<file path="config.mk">
export PLATFORM = sky130hd
export DESIGN_NAME = vx_writeback_arb
export DESIGN_NICKNAME = d
export VERILOG_FILES = /design/src/rtl/vx_writeback_arb.sv
export SDC_FILE = /design/constraint.sdc
export NUM_CORES = 2
export LEC_CHECK = 0
export BUFFER_PORTS_ARGS = -buffer_cell sky130_fd_sc_hd__buf_2
export CAP_MARGIN = 20
export CORE_AREA = 2 2 445 447
export DETAILED_ROUTE_END_ITERATION = 6
export DIE_AREA = 0 0 447 449
export PLACE_DENSITY = 0.75
export SETUP_SLACK_MARGIN = 0.1
export SLEW_MARGIN = 15
export SYNTH_ARGS = -nofsm -noshare
export SYNTH_HDL_FRONTEND = slang
export SYNTH_SLANG_ARGS = --single-unit
</file>
<file path="constraint.sdc">
create_clock -name clk -period 6.02 [get_ports clk]
set_input_delay 1.204 -clock clk [delete_from_list [all_inputs] [get_ports clk]]
set_output_delay 1.204 -clock clk [all_outputs]
set_load 0.01 [all_outputs]
</file>
<file path="src/rtl/vx_writeback_arb.sv">
// Writeback arbiter: per-unit 2-entry elastic buffers merged round-robin into one registered stream.
// Define WB_ARB_PERF_EN to add the perf_conflicts / perf_full_stalls counters.
module vx_writeback_arb #(
    parameter int unsigned NUM_INPUTS  = 5,
    parameter int unsigned NUM_THREADS = 4,
    parameter int unsigned XLEN        = 32,
    parameter int unsigned NW_BITS     = 2,
    parameter int unsigned NR_BITS     = 6,
    parameter int unsigned UUID_WIDTH  = 44,
    localparam int unsigned SRC_W      = (NUM_INPUTS > 1) ? $clog2(NUM_INPUTS) : 1
) (
    input  logic                                clk,
    input  logic                                reset,
    input  logic [NUM_INPUTS-1:0]               in_valid,
    output logic [NUM_INPUTS-1:0]               in_ready,
    input  logic [NUM_INPUTS*UUID_WIDTH-1:0]    in_uuid,
    input  logic [NUM_INPUTS*NW_BITS-1:0]       in_wid,
    input  logic [NUM_INPUTS*NUM_THREADS-1:0]   in_tmask,
    input  logic [NUM_INPUTS*NR_BITS-1:0]       in_rd,
    input  logic [NUM_INPUTS*NUM_THREADS*XLEN-1:0] in_data,
    input  logic [NUM_INPUTS-1:0]               in_eop,
    output logic                                wb_valid,
    output logic [UUID_WIDTH-1:0]               wb_uuid,
    output logic [NW_BITS-1:0]                  wb_wid,
    output logic [NUM_THREADS-1:0]              wb_tmask,
    output logic [NR_BITS-1:0]                  wb_rd,
    output logic [NUM_THREADS*XLEN-1:0]         wb_data,
    output logic                                wb_eop,
    output logic [SRC_W-1:0]                    wb_src
`ifdef WB_ARB_PERF_EN
    ,
    output logic [43:0]                         perf_conflicts,
    output logic [43:0]                         perf_full_stalls
`endif
);

    localparam int unsigned DATA_W = NUM_THREADS * XLEN;
    localparam int unsigned PKT_W  = UUID_WIDTH + NW_BITS + NUM_THREADS + NR_BITS + DATA_W + 1;

    typedef logic [PKT_W-1:0] pkt_t;

    pkt_t                  head [NUM_INPUTS];
    logic [NUM_INPUTS-1:0] req;
    logic [NUM_INPUTS-1:0] push;
    logic [NUM_INPUTS-1:0] pop;

    logic [SRC_W-1:0]      last_grant_q;
    logic [SRC_W-1:0]      grant;
    logic                  grant_valid;
    pkt_t                  grant_pkt;

    pkt_t                  wb_pkt_q;
    logic                  wb_valid_q;
    logic [SRC_W-1:0]      wb_src_q;

    for (genvar i = 0; i < NUM_INPUTS; i++) begin : g_buf
        pkt_t       in_pkt;
        pkt_t       head_q;
        pkt_t       tail_q;
        logic [1:0] count_q;

        assign in_pkt = {in_uuid[i*UUID_WIDTH +: UUID_WIDTH],
                         in_wid[i*NW_BITS +: NW_BITS],
                         in_tmask[i*NUM_THREADS +: NUM_THREADS],
                         in_rd[i*NR_BITS +: NR_BITS],
                         in_data[i*DATA_W +: DATA_W],
                         in_eop[i]};

        // Ready depends only on this buffer's own registered count (and reset).
        assign in_ready[i] = reset && (count_q < 2'd2);
        assign push[i]     = in_valid[i] && in_ready[i];
        assign pop[i]      = grant_valid && (grant == SRC_W'(i));
        assign req[i]      = (count_q != 2'd0);
        assign head[i]     = head_q;

        always_ff @(posedge clk or negedge reset) begin
            if (!reset) begin
                count_q <= 2'd0;
                head_q  <= '0;
                tail_q  <= '0;
            end else begin
                case (count_q)
                    2'd0: begin
                        if (push[i]) begin
                            head_q  <= in_pkt;
                            count_q <= 2'd1;
                        end
                    end
                    2'd1: begin
                        if (push[i] && pop[i]) begin
                            head_q <= in_pkt;
                        end else if (push[i]) begin
                            tail_q  <= in_pkt;
                            count_q <= 2'd2;
                        end else if (pop[i]) begin
                            count_q <= 2'd0;
                        end
                    end
                    default: begin
                        if (pop[i]) begin
                            head_q  <= tail_q;
                            count_q <= 2'd1;
                        end
                    end
                endcase
            end
        end
    end

    // Round-robin: first requester strictly after the previous grant, with wrap.
    always_comb begin
        int unsigned idx;
        grant_valid = 1'b0;
        grant       = '0;
        idx         = 0;
        for (int unsigned k = 1; k <= NUM_INPUTS; k++) begin
            idx = (32'(last_grant_q) + k) % NUM_INPUTS;
            if (!grant_valid && req[idx]) begin
                grant_valid = 1'b1;
                grant       = SRC_W'(idx);
            end
        end
    end

    assign grant_pkt = head[grant];

    always_ff @(posedge clk or negedge reset) begin
        if (!reset) begin
            last_grant_q <= SRC_W'(NUM_INPUTS - 1);
            wb_valid_q   <= 1'b0;
            wb_pkt_q     <= '0;
            wb_src_q     <= '0;
        end else begin
            wb_valid_q <= grant_valid;
            if (grant_valid) begin
                last_grant_q <= grant;
                wb_pkt_q     <= grant_pkt;
                wb_src_q     <= grant;
            end
        end
    end

    assign wb_valid = wb_valid_q;
    assign wb_src   = wb_src_q;
    assign {wb_uuid, wb_wid, wb_tmask, wb_rd, wb_data, wb_eop} = wb_pkt_q;

`ifdef WB_ARB_PERF_EN
    logic [43:0] perf_conflicts_q;
    logic [43:0] perf_full_stalls_q;

    always_ff @(posedge clk or negedge reset) begin
        if (!reset) begin
            perf_conflicts_q   <= '0;
            perf_full_stalls_q <= '0;
        end else begin
            if ($countones(req) >= 2) begin
                perf_conflicts_q <= perf_conflicts_q + 44'd1;
            end
            if (|(in_valid & ~in_ready)) begin
                perf_full_stalls_q <= perf_full_stalls_q + 44'd1;
            end
        end
    end

    assign perf_conflicts   = perf_conflicts_q;
    assign perf_full_stalls = perf_full_stalls_q;
`endif

endmodule

</file>
Word-level counts from Yosys, hierarchy flattened
Index checks and enable logic that the tools add are counted.

word-level totals
  register bits after elaboration = 2,052
  input bits = 932
  output and inout bits = 194
  word-level logic and storage cells = 207

cells by class
  add/sub/neg operators = 5
  divide/modulo/power cells = 5
  order comparisons = 11
  eq/ne operators = 29
  mux-type cells = 73
  bitwise gates (word level) = 6
  reduce and logical (&&, ||, !) cells = 59

operator list
  cell                                                                      number
  185-bit two-way mux                                                       17
  185-bit case mux with 2 select lines                                      5
  185-bit binary-select mux with 3-bit select                               1
  32-bit by 4-bit < comparator with 1-bit output, second input constant     5
  32-bit by 3-bit remainder unit with 32-bit output, second input constant  5
  2-bit two-way mux                                                         25
  2-bit inequality test, second input constant                              15
  3-bit AND reduction                                                       10
  1-bit logical AND                                                         24
  2-bit case mux with 2 select lines                                        5
  4-bit AND reduction                                                       5
  1-bit binary-select mux with 3-bit select                                 5
  3-bit two-way mux                                                         5
  3-bit inequality test, second input constant                              5
  3-bit nonzero test                                                        5
  2-bit by 1-bit equality test with 1-bit output, second input constant     5
  2-bit logical NOT                                                         5
  2-bit < comparator, second input constant                                 5
  1-bit two-way mux                                                         10
  2-bit nonzero test                                                        5
  3-bit by 2-bit adder with 4-bit output, second input constant             2
  3-bit by 3-bit adder with 4-bit output, second input constant             2
  3-bit by 2-bit equality test with 1-bit output, second input constant     2
  1-bit NOT                                                                 5
  other kinds (7)                                                           10

Longest topological paths before layout
  depth in word-level cells = 23
  depth in mapped cells = 25
  gate-level depth less buffers = 19

Worst setup path after synthesis
OpenSTA, ideal clock, no wires.

  kind = register -> register
  start = reg last_grant_q[0]
  end = reg g_buf[0].tail_q[0]
  setup time = 128 ps
  arrival = 6,055 ps
  data required time = 5,892 ps
  slack = -162 ps
  cell stages (with the launch flop) = 25
  buffers on the path = 7
  clock period less this slack = 6,182 ps
  cell sequence = dfrtp_1 > clkbuf_1 > clkinv_1 > ha_1 > buf_2 > buf_2 > nor3b_1 > a22oi_1 > and2_1 > ha_1 > nor2b_1 > a2111oi_2 > or3_1 > clkbuf_1 > o311ai_1 > o211a_1 > o211ai_1 > o32a_1 > or4_1 > buf_2 > nor3_2 > nor4_4 > buf_2 > buf_2 > mux2_1

on the way
  word-level cells in the longest chain between the ends = 22
  elaborated cells on any way between the ends = 43
  those cells by class = 5 x add/sub; 5 x div; 20 x mux; 1 x bitwise; 12 x reduce/logical

RTL lines
  item                                               RTL line  RTL
  from (decl)                                        47        logic [SRC_W-1:0] last_grant_q;
  from (signal assigned)                             129       last_grant_q <= SRC_W'(NUM_INPUTS - 1);
  from (signal assigned)                             136       last_grant_q <= grant;
  3-bit by 1-bit adder with 4-bit output             117       idx = (32'(last_grant_q) + k) % NUM_INPUTS;
  32-bit by 3-bit remainder unit with 32-bit output  117
  1-bit binary-select mux with 3-bit select          118       if (!grant_valid && req[idx]) begin
  1-bit two-way mux (not written as such)            118
  1-bit two-way mux                                  118
  1-bit logical NOT                                  118
  1-bit logical AND                                  118
  1-bit two-way mux                                  118
  [... 6 more ...]                                   -
  1-bit logical NOT                                  118
  1-bit logical AND                                  118
  3-bit two-way mux                                  118
  3-bit logical NOT                                  72        assign pop[i] = grant_valid && (grant == SRC_W'(i));
  1-bit logical AND (*)                              72
  1-bit logical AND (*)                              90        if (push[i] && pop[i]) begin
  1-bit NOT (no line) (*)                            -
  3-bit AND reduction (no line) (*)                  -
  to (signal assigned)                               93        tail_q <= in_pkt;
  to (decl)                                          59        pkt_t tail_q;

Every way passes the cells marked *; elsewhere a longest branch is shown, timed or not. The select of a mux whose other input is x is not followed.
A chain may end at the register's enable or synchronous reset.

Worst setup path in the final report
  start = reg last_grant_q[2]
  end = reg wb_pkt_q[76]

on the way
  word-level cells in the longest chain between the ends = 21
  elaborated cells on any way between the ends = 42
  those cells by class = 5 x add/sub; 5 x div; 23 x mux; 1 x bitwise; 8 x reduce/logical

RTL lines
  item                                                     RTL line  RTL
  3-bit by 1-bit adder with 4-bit output                   117
  32-bit by 3-bit remainder unit with 32-bit output        117
  1-bit binary-select mux with 3-bit select                118
  1-bit two-way mux (not written as such)                  118
  1-bit two-way mux                                        118
  1-bit logical NOT                                        118
  1-bit logical AND                                        118
  1-bit two-way mux                                        118
  [... 4 more ...]                                         -
  1-bit logical AND                                        118
  1-bit two-way mux                                        118
  1-bit logical NOT                                        118
  1-bit logical AND                                        118
  3-bit two-way mux                                        118
  3-bit NOT with 4-bit output (not written as such)        125       assign grant_pkt = head[grant];
  185-bit binary-select mux with 3-bit select              125
  185-bit two-way mux (not written as such) (2 in series)  125
  to (signal assigned)                                     137       wb_pkt_q <= grant_pkt;
  to (decl)                                                52        pkt_t wb_pkt_q;

Parallel ways exist; a longest one is shown, timed or not. The select of a mux whose other input is x is not followed.

==> impl_metrics.env <==
export IMPL_outcome="finished clean"
export IMPL_grt_max_degree=198
export IMPL_rsz0062_at_grt="yes"
export IMPL_antenna_found_initial=213
export IMPL_drt_wl_total_mm=340.6
export IMPL_crit_type="reg -> reg"
export IMPL_synth_edf_count=0
export IMPL_fin_skew_ps=42.67
export IMPL_clk_pin_slew_worst_paths_ps=60
export IMPL_slew_viol_final=0
export IMPL_reg2regPathDepth=19
export IMPL_ys_flop_type="dfrtp_1"
export IMPL_drt_iter0_markers=7700
export IMPL_syn_area_mm2=0.09171
export IMPL_place_hpwl_mm=235.9
export IMPL_yosys_warnings=0
export IMPL_grt_pass1_vias=71750
export IMPL_cts_hold_buf=0
export IMPL_max_freq_mhz=168.2
export IMPL_nFillCells=16410
export IMPL_crit_path_end="wb_pkt_q[76]$_DFFE_PN0P_"
export IMPL_worst_slew_pin_slew_ps=1161
export IMPL_netlist_instances=7655
export IMPL_cts_tree="yes"
export IMPL_reg2reg_slack_ps=70
export IMPL_overflow=0
export IMPL_placementRows=163
export IMPL_cts_buffers=210
export IMPL_nets=9618
export IMPL_multi_input_area_mm2=0.03768
export IMPL_cap_violations=0
export IMPL_grt_usage=0.3291
export IMPL_finalSetupViolations=0
export IMPL_syn_to_final_growth_pct=19.28
export IMPL_num_io_pins=1126
export IMPL_ys_seq_area_frac=0.5594
export IMPL_min_path_type="in -> async"
export IMPL_maxSlewHeadroom=0.2263
export IMPL_synth_async_reset_ratio=1.000
export IMPL_r2r_start="last_grant_q[2]$_DFFE_PN1P_"
export IMPL_port_buffers=1125
export IMPL_viasPerCell=6.210
export IMPL_clock_path_buffers=3
export IMPL_grt_pass1_wl_mm=487.9
export IMPL_r2r_end="wb_pkt_q[76]$_DFFE_PN0P_"
export IMPL_cts_root_buffer="clkbuf_16"
export IMPL_crit_start="last_grant_q[2]$_DFFE_PN1P_"
export IMPL_period_needed_ps=5945
export IMPL_regArea_mm2=0.05132
export IMPL_initial_core_util=0.4674
export IMPL_dieArea_mm2=0.2007
export IMPL_die_h_um=449
export IMPL_yosysUniqueCellTypes=81
export IMPL_layout_drive_gt1_share=0.2785
export IMPL_final_util=0.5575
export IMPL_dr_total_vias=72320
export IMPL_syn_num_nets=8611
export IMPL_cp_max_fo=138
export IMPL_cp_required_ps=6730
export IMPL_final_hold_violation_count=0
export IMPL_drcViolationCount=0
export IMPL_clock_latency_ps=880
export IMPL_clock_sinks=2050
export IMPL_mostFrequentLayoutCells="dfrtp_1 (2044), buf_2 (1124), mux2i_1 (1004)"
export IMPL_cp_end_kind="register"
export IMPL_synth_seq_cells=2050
export IMPL_avgSynthCellArea_um2=11.98
export IMPL_core_area_mm2=0.1962
export IMPL_antenna_left=0
export IMPL_tns_ps=0
export IMPL_mostFrequentLayoutCell="dfrtp_1"
export IMPL_htreeDepth=4
export IMPL_wl_per_cell_um=29.25
export IMPL_first_pass_iters=5
export IMPL_gp_congestion=0.9266
export IMPL_post_route_period_util=0.9876
export IMPL_cp_start_kind="register"
export IMPL_dieWidth_um=447
export IMPL_crit_arrival_ps=6660
[sequential cells by signal (all words and copies together) (netlist names)]
register	flops
wb_pkt_q	185
g_buf.head_q	925
g_buf.count_q	10
g_buf.tail_q	925
wb_src	1
wb_valid	1
last_grant_q	3
[kinds of logic (layout without fill, tap and decap cells)]
kind of cell             after synthesis  count (layout)  share of synthesized area
multiplexers                        1934            1934                     0.2238
other                                  0             173                          0
flip-flops                          2050            2050                     0.5594
adder cells (fa/ha/maj)               24              24                   0.003275
AND/OR/NAND/NOR                      812             812                    0.03654
buffers and inverters                695            1873                    0.03283
XOR/XNOR                               6               6                  0.0006549
AO/OA/AOI/OAI                       2134            2134                     0.1435
[worst min path at each step]
stage                                           from                               end  slack, ps  depth (start not counted)
finish                                         reset   g_buf[3].tail_q[12]$_DFFE_PN0P_        320                          1
global route                                   reset   g_buf[3].tail_q[12]$_DFFE_PN0P_        290                          1
CTS                                            reset   g_buf[4].head_q[12]$_DFFE_PN0P_        270                          1
detailed placement  g_buf[2].tail_q[148]$_DFFE_PN0P_  g_buf[2].tail_q[148]$_DFFE_PN0P_        470                          1
global placement     g_buf[0].tail_q[85]$_DFFE_PN0P_   g_buf[0].tail_q[85]$_DFFE_PN0P_        470                          1
floorplan             g_buf[0].tail_q[0]$_DFFE_PN0P_    g_buf[0].tail_q[0]$_DFFE_PN0P_        460                          1
[area by class of cell]
type / count / area share
clock buffers: 323 / 0.05808
inverters: 25 / 0.0009379
flip-flops and latches: 2050 / 0.4692
diodes: 173 / 0.003958
clock inverters: 60 / 0.006920
multi-input cells: 4910 / 0.3445
well taps: 2640 / 0.03020
repair buffers: 1465 / 0.08624
[critical path: stages (launching register included)]
cell	delay, ps
dfstp_2	630
buf_12	140
xnor2_2	110
inv_1	80
ha_1	240
nor2_4	150
a211o_1	200
and2_1	190
ha_1	210
nor2b_4	200
a2111oi_4	80
or3_4	420
o311ai_1	290
o211a_1	240
o211ai_1	150
o32a_1	380
or4_4	540
buf_12	230
a221oi_1	780
a211oi_1	160
[metrics by stage]
stage               cell area, um2  hold WS (ps)  cells  setup slack, ps
floorplan                    91710         457.8   7655            97.76
finish                      109400         315.8  11650            74.81
global route                109400         293.0  11640            60.14
CTS                         108500         268.5  11450            94.45
detailed placement          101400         474.7  11060            61.34
global placement            101400         466.0  11060            99.71
[layer usage]
metal  GRT usage  vias up  routed length (um)
met4      0.2497       32               28760
met5           0        -                 217
met1      0.4157    37000              127300
met3     0.07719     1051               31040
li1            -    30310                   -
met2      0.4904     3935              153300
[synthesized netlist by cell type (all sizes together), types with 4 or more instances]
library cell     n  share of area
ha              24         0.0033
and2             7        0.00048
or4              5        0.00045
a21oi          211          0.012
mux2           929           0.11
clkbuf         502          0.021
dfrtp         2049           0.56
nor2b            9        0.00061
or2             11        0.00075
nand3           12        0.00065
nor3b            5        0.00046
a21o             8        0.00065
nand2          177         0.0072
o221ai          42         0.0040
o21ai         1128          0.062
a21boi           4        0.00033
nor2           545          0.022
o211ai           8        0.00065
inv             24        0.00098
xnor2            5        0.00056
a211o            4        0.00038
mux2i         1005           0.11
a311oi           4        0.00038
a22oi          225          0.018
buf            168          0.011
nor3            16         0.0012
o31ai            4        0.00033
a31oi            4        0.00027
nand2b           6        0.00041
o21a             6        0.00049
a221oi         296          0.028
a211oi         156          0.013
o32a             5        0.00055
[what timing repair did]
action | in CTS | in global routing
pin swaps | 1 | 11
endpoints found under the setup margin | 88 | 1665
gates resized for setup | 3 | 34
buffers inserted | 0 | 20
gates cloned | 0 | 5
Power is left out: the tool's default activity adds up to more than one toggle a clock period on the data nets, which glitch-free logic cannot reach.
